### src/rtl/bsram_arbiter_pkg.sv
// Shared definitions for the BSRAM arbiter: the default word and address sizes
// used with the BSRAM, and the RUN/CLEAR state encoding.
package bsram_arbiter_pkg;

   localparam int BSRAM_DATA_WIDTH = 32;
   localparam int BSRAM_ADDR_WIDTH = 8;

   typedef enum logic {
      RUN   = 1'b0,
      CLEAR = 1'b1
   } state_e;

endpackage

### src/rtl/bsram_arbiter_rr_arbiter2.sv
// Two-input round-robin arbiter. Produces one-hot combinational grants and
// remembers which port won most recently, so contention alternates.
module rr_arbiter2
   import bsram_arbiter_pkg::*;
(
   input  logic clock,
   input  logic reset,
   input  logic en,
   input  logic req0,
   input  logic req1,
   output logic gnt0,
   output logic gnt1
);

   logic last_q, last_d;

   always_comb begin
      gnt0 = 1'b0;
      gnt1 = 1'b0;
      if (en) begin
         if (req0 && req1) begin
            gnt0 = last_q;
            gnt1 = ~last_q;
         end else begin
            gnt0 = req0;
            gnt1 = req1;
         end
      end
      // The winner is remembered only on cycles where a grant is issued.
      last_d = last_q;
      if (gnt0)
         last_d = 1'b0;
      else if (gnt1)
         last_d = 1'b1;
   end

   always_ff @(posedge clock or negedge reset) begin
      if (!reset)
         last_q <= 1'b1;
      else
         last_q <= last_d;
   end

endmodule

### src/rtl/bsram_arbiter.sv
// Shares one BSRAM between instruction fetch (port 0) and data access (port 1),
// one access per cycle, and zero-fills the whole memory on a clear pulse.
module bsram_arbiter
   import bsram_arbiter_pkg::*;
#(
   parameter int CORE       = 0,
   parameter int DATA_WIDTH = BSRAM_DATA_WIDTH,
   parameter int ADDR_WIDTH = BSRAM_ADDR_WIDTH
) (
   input  logic                  clock,
   input  logic                  reset,
   input  logic                  clear,
   output logic                  busy,
   input  logic                  req0,
   input  logic                  req1,
   input  logic                  we0,
   input  logic                  we1,
   input  logic [ADDR_WIDTH-1:0] addr0,
   input  logic [ADDR_WIDTH-1:0] addr1,
   input  logic [DATA_WIDTH-1:0] wdata0,
   input  logic [DATA_WIDTH-1:0] wdata1,
   output logic                  gnt0,
   output logic                  gnt1,
   output logic                  rvalid0,
   output logic                  rvalid1,
   output logic [DATA_WIDTH-1:0] rdata0,
   output logic [DATA_WIDTH-1:0] rdata1,
   output logic                  mem_readEnable,
   output logic [ADDR_WIDTH-1:0] mem_readAddress,
   input  logic [DATA_WIDTH-1:0] mem_readData,
   output logic                  mem_writeEnable,
   output logic [ADDR_WIDTH-1:0] mem_writeAddress,
   output logic [DATA_WIDTH-1:0] mem_writeData,
   input  logic                  report
);

   state_e                state_q, state_d;
   logic [ADDR_WIDTH-1:0] cnt_q, cnt_d;
   logic                  rvalid0_q, rvalid0_d, rvalid1_q, rvalid1_d;
   logic [DATA_WIDTH-1:0] rdata0_q, rdata0_d, rdata1_q, rdata1_d;
   logic [31:0]           cycle_q, cycle_d;
   logic                  arb_en, rd0, rd1;

   // Grants are held off during CLEAR and while reset is asserted.
   assign arb_en = (state_q == RUN) && reset;

   rr_arbiter2 u_arb (
      .clock (clock),
      .reset (reset),
      .en    (arb_en),
      .req0  (req0),
      .req1  (req1),
      .gnt0  (gnt0),
      .gnt1  (gnt1)
   );

   assign rd0 = gnt0 && !we0;
   assign rd1 = gnt1 && !we1;

   always_comb begin
      state_d          = state_q;
      cnt_d            = cnt_q;
      cycle_d          = cycle_q + 32'd1;
      rvalid0_d        = rd0;
      rvalid1_d        = rd1;
      rdata0_d         = rd0 ? mem_readData : rdata0_q;
      rdata1_d         = rd1 ? mem_readData : rdata1_q;
      mem_readEnable   = 1'b0;
      mem_readAddress  = '0;
      mem_writeEnable  = 1'b0;
      mem_writeAddress = '0;
      mem_writeData    = '0;
      case (state_q)
         RUN: begin
            if (gnt0) begin
               mem_readEnable   = !we0;
               mem_readAddress  = we0 ? '0 : addr0;
               mem_writeEnable  = we0;
               mem_writeAddress = we0 ? addr0 : '0;
               mem_writeData    = we0 ? wdata0 : '0;
            end else if (gnt1) begin
               mem_readEnable   = !we1;
               mem_readAddress  = we1 ? '0 : addr1;
               mem_writeEnable  = we1;
               mem_writeAddress = we1 ? addr1 : '0;
               mem_writeData    = we1 ? wdata1 : '0;
            end
            if (clear) begin
               state_d = CLEAR;
               cnt_d   = '0;
            end
         end
         CLEAR: begin
            mem_writeEnable  = 1'b1;
            mem_writeAddress = cnt_q;
            cnt_d            = cnt_q + 1'b1;
            // Single pass: stop after the last address instead of wrapping.
            if (cnt_q == '1) begin
               state_d = RUN;
               cnt_d   = '0;
            end
         end
         default: state_d = RUN;
      endcase
   end

   always_ff @(posedge clock or negedge reset) begin
      if (!reset) begin
         state_q   <= RUN;
         cnt_q     <= '0;
         cycle_q   <= '0;
         rvalid0_q <= 1'b0;
         rvalid1_q <= 1'b0;
         rdata0_q  <= '0;
         rdata1_q  <= '0;
      end else begin
         state_q   <= state_d;
         cnt_q     <= cnt_d;
         cycle_q   <= cycle_d;
         rvalid0_q <= rvalid0_d;
         rvalid1_q <= rvalid1_d;
         rdata0_q  <= rdata0_d;
         rdata1_q  <= rdata1_d;
      end
   end

   assign busy    = (state_q == CLEAR);
   assign rvalid0 = rvalid0_q;
   assign rvalid1 = rvalid1_q;
   assign rdata0  = rdata0_q;
   assign rdata1  = rdata1_q;

`ifndef SYNTHESIS
   always @(posedge clock) begin
      if (reset && report)
         $display("[core %0d] cycle %0d state %s req %b%b gnt %b%b cnt %0d",
                  CORE, cycle_q, (state_q == CLEAR) ? "CLEAR" : "RUN",
                  req1, req0, gnt1, gnt0, cnt_q);
   end
`endif

endmodule
### config.mk
export PLATFORM = sky130hd
export DESIGN_NAME = bsram_arbiter
export DESIGN_NICKNAME = d
export VERILOG_FILES = /design/src/rtl/bsram_arbiter_pkg.sv /design/src/rtl/bsram_arbiter_rr_arbiter2.sv /design/src/rtl/bsram_arbiter.sv
export SDC_FILE = /design/constraint.sdc
export NUM_CORES = 1
export LEC_CHECK = 0
export CORE_ASPECT_RATIO = 0.7
export CORE_MARGIN = 3
export CORE_UTILIZATION = 36
export CTS_CLUSTER_DIAMETER = 30
export DETAILED_ROUTE_END_ITERATION = 10
export PLACE_DENSITY = 0.81
export SLEW_MARGIN = 20
export SYNTH_ARGS = -nofsm -noshare
export SYNTH_HDL_FRONTEND = slang
export SYNTH_SLANG_ARGS = --single-unit
### constraint.sdc
create_clock -name clock -period 2.2 [get_ports clock]
set_input_delay 0.55 -clock clock [delete_from_list [all_inputs] [get_ports clock]]
set_output_delay 0.55 -clock clock [all_outputs]
set_load 0.05 [all_outputs]
==> metrics.csv <==
metric;value;unit
outcome;finished with violations;
r2r_slack;20;ps
required;1650;ps
worst_path_max_delay_cell;dfstp_2;
multi_input_area;1960;sq um
final_common_cell;clkdlybuf4s50_1;
synth_area_per_cell;12.7;sq um
cp_slowest_stage_delay;570;ps
ios;239;
num_vias;3538;
portBuffers;237;
clk_path_buf_depth;2;
clockPowerShare;0.278;
dpl.hpwl;10.9;mm
htree_levels;3;
violations;negative setup slack;
drtPass1Iterations;4;
maxSlewViolCount;0;
grt_pass1_wl;21.9;mm
regArea;1900;sq um
setup_ws;-252;ps
routed_via_density;5.20;
cts_sinks;76;
ys_ff_latch;76;
syn_inst;283;
die_h;89.7;um
initial_core_util;0.383;
finalCritPeriodShare;1.11;
cts_tree;done;
fillers;498;
drive_above_1_share;0.383;
synth.distinct_cells;42;
r2r_start;u_arb.last_q$_DFFE_PN1P_;
finalHoldViolCount;0;
numCtsBuffers;9;
layout_common_cells;clkdlybuf4s50_1, dfrtp_1, buf_12;
slew_headroom;0.402;
antenna_found_initial;0;
die_area;11300;sq um
critPathTopFamily;flip-flops;
critPathKind;flop to primary output;
ir_drop;0.000683;V
power_leakage;3.48;nW
cp.buffers_inverters;3;
synth_nets;404;
nets;672;
holdBufCountCts;0;
clk_latency;320;ps
setup_viol;51;
crit_arrival;1900;ps
core_area;9400;sq um
dr.first_iter.drc_count;227;
grt_max_degree;75;
ys_warn_count;0;
ys_seq_area_frac;0.528;
grt_overflow;0;
cts_root_buf;clkbuf_16;
finClkSkew;5.32;ps
reg2reg_to;rdata0[30]$_DFFE_PN0P_;
wl_per_cell;22.1;um
power.density;682;nW/um^2
die_w;126;um
utilization;0.820;
groute.usage.overall;0.246;
num_rows;29;
fmax;408;MHz
drt_wl_total;15.0;mm
place_congestion;1.01;
cap_violations;0;
crit_chain;nor2b_4 -> nor4_4 -> buf_4 -> clkbuf_16 -> a22o_4 -> buf_12;
swShare;0.353;
p_comb_frac;0.388;
syn2layout_area_growth;114;%
crit_path_end_kind;primary output;
pwr-share-seq;0.333;
grt_pass1_vias;3822;
p_int;3.40;mW
layout_min_cycle_time;2450;ps
worst-path-max-fanout;8;
min_path_type;input port to async pin;
path_clk_slew;60;ps
start_kind;flop;
ant_nets;0;
setup_tns;-11330;ps
rr_worst_depth;8;
antenna_cells;0;
p_switching;1.86;mW
syn_area;3600;sq um
rsz0062_at_grt;true;
tightest_slew;896;ps
post-route-drc-count;0;
## state kept, by name, indices dropped and copies added, names as in the netlist
signal	cells
rdata0	32
rdata1	32
u_arb.last_q	1
rvalid0	1
busy	1
rvalid1	1
cnt_q	8
## power groups by stage
stage / clock (mW) / combinational (mW) / sequential, mW
floorplan: 0 / 0.694 / 2.10
global placement: 0 / 1.98 / 1.75
detailed placement: 0 / 2.01 / 1.77
CTS: 1.48 / 2.04 / 1.75
global route: 1.57 / 2.15 / 1.79
finish: 1.46 / 2.04 / 1.75
## timing repair
item | 4_1_cts | 5_1_grt
setup endpoints to repair | 78 | 76
pin swaps | 16 | 16
gates resized for setup | 38 | 12
setup buffers | 4 | 5
gates cloned | 1 | 4
## worst reg2reg max path, cell delays in order, from the launching register on
cell and delay (ps):
dfstp_2 570, nor2b_4 60, or3_4 450, nor2_4 200, buf_4 140, buf_4 100, buf_4 100, buf_6 120
mux2_1 320
## per-layer routing
metal | global-route usage | share of wire
met2 | 0.430 | 0.52
met3 | 0.0717 | 0.079
met4 | 0.0469 | 0.010
met1 | 0.304 | 0.39
met5 | 0 | 0
## cell usage after synthesis, drive strengths merged
master / instances / share of area
nor2b: 1 / 0.0017
a22oi: 4 / 0.0083
a22o: 39 / 0.095
a221oi: 3 / 0.0073
mux2: 65 / 0.20
xor2: 1 / 0.0024
nor2: 7 / 0.013
o21ai: 6 / 0.0083
a32o: 1 / 0.0028
o32ai: 2 / 0.0049
and3b: 1 / 0.0024
and3: 1 / 0.0017
ha: 1 / 0.0035
o21a: 1 / 0.0021
dfrtp: 75 / 0.52
o22ai: 2 / 0.0035
inv: 8 / 0.0083
nand2: 17 / 0.018
a21oi: 5 / 0.0069
or3: 3 / 0.0066
o31ai: 1 / 0.0021
nand4: 2 / 0.0035
o22a: 1 / 0.0024
clkbuf: 7 / 0.0073
nor4: 1 / 0.0035
buf: 14 / 0.028
xnor2: 3 / 0.0073
nor3: 1 / 0.0014
nand3: 3 / 0.0042
a21o: 2 / 0.0042
dfstp: 1 / 0.0073
nor3b: 1 / 0.0021
nand2b: 3 / 0.0073
## area by class of cell
cell class / count / area share
timing repair buffer: 277 / 0.435
sequential: 76 / 0.247
multi-input combinational: 179 / 0.254
clock buffer: 10 / 0.0310
inverter: 8 / 0.00438
clock inverter: 6 / 0.00828
tap: 124 / 0.0201
## worst max path at each step
stage / start / endpoint / slack, ps / cells past startpoint
2_1_floorplan: busy$_DFF_PN0_ / mem_writeData[11] / -70 / 5
3_3_place_gp: req1 / mem_writeData[28] / -590 / 6
3_5_place_dp: req1 / mem_writeData[11] / -660 / 6
4_1_cts: busy$_DFF_PN0_ / mem_writeData[19] / -280 / 6
5_1_grt: u_arb.last_q$_DFFE_PN1P_ / mem_writeData[29] / -330 / 6
6_report: u_arb.last_q$_DFFE_PN1P_ / mem_writeData[21] / -250 / 6
## per-stage QoR
stage                     setup WS [ps]  instances  cell area [sq um]  total power [mW]  hold slack, ps
after floorplan                   -66.3        283               3800              2.79             254
final                              -252        680               7710              5.26             125
after global placement             -593        655               7020              3.74             465
after global routing               -330        680               7710              5.50             111
after CTS                          -284        674               7530              5.27             118
after detailed placement           -656        655               7020              3.78             469
## logic make-up (layout without fill, tap and decap cells)
| logic type | Yosys count | after routing | synth area share |
|---|---|---|---|
| multiplexers | 65 | 65 | 0.203 |
| XOR/XNOR | 4 | 4 | 0.00972 |
| AO/OA/AOI/OAI | 67 | 67 | 0.148 |
| flip-flops | 76 | 76 | 0.528 |
| adder cells (fa/ha/maj) | 1 | 1 | 0.00347 |
| AND/OR/NAND/NOR | 41 | 42 | 0.0646 |
| buffers and inverters | 29 | 301 | 0.0434 |
No activity file was read; power rests on OpenSTA's default activity.
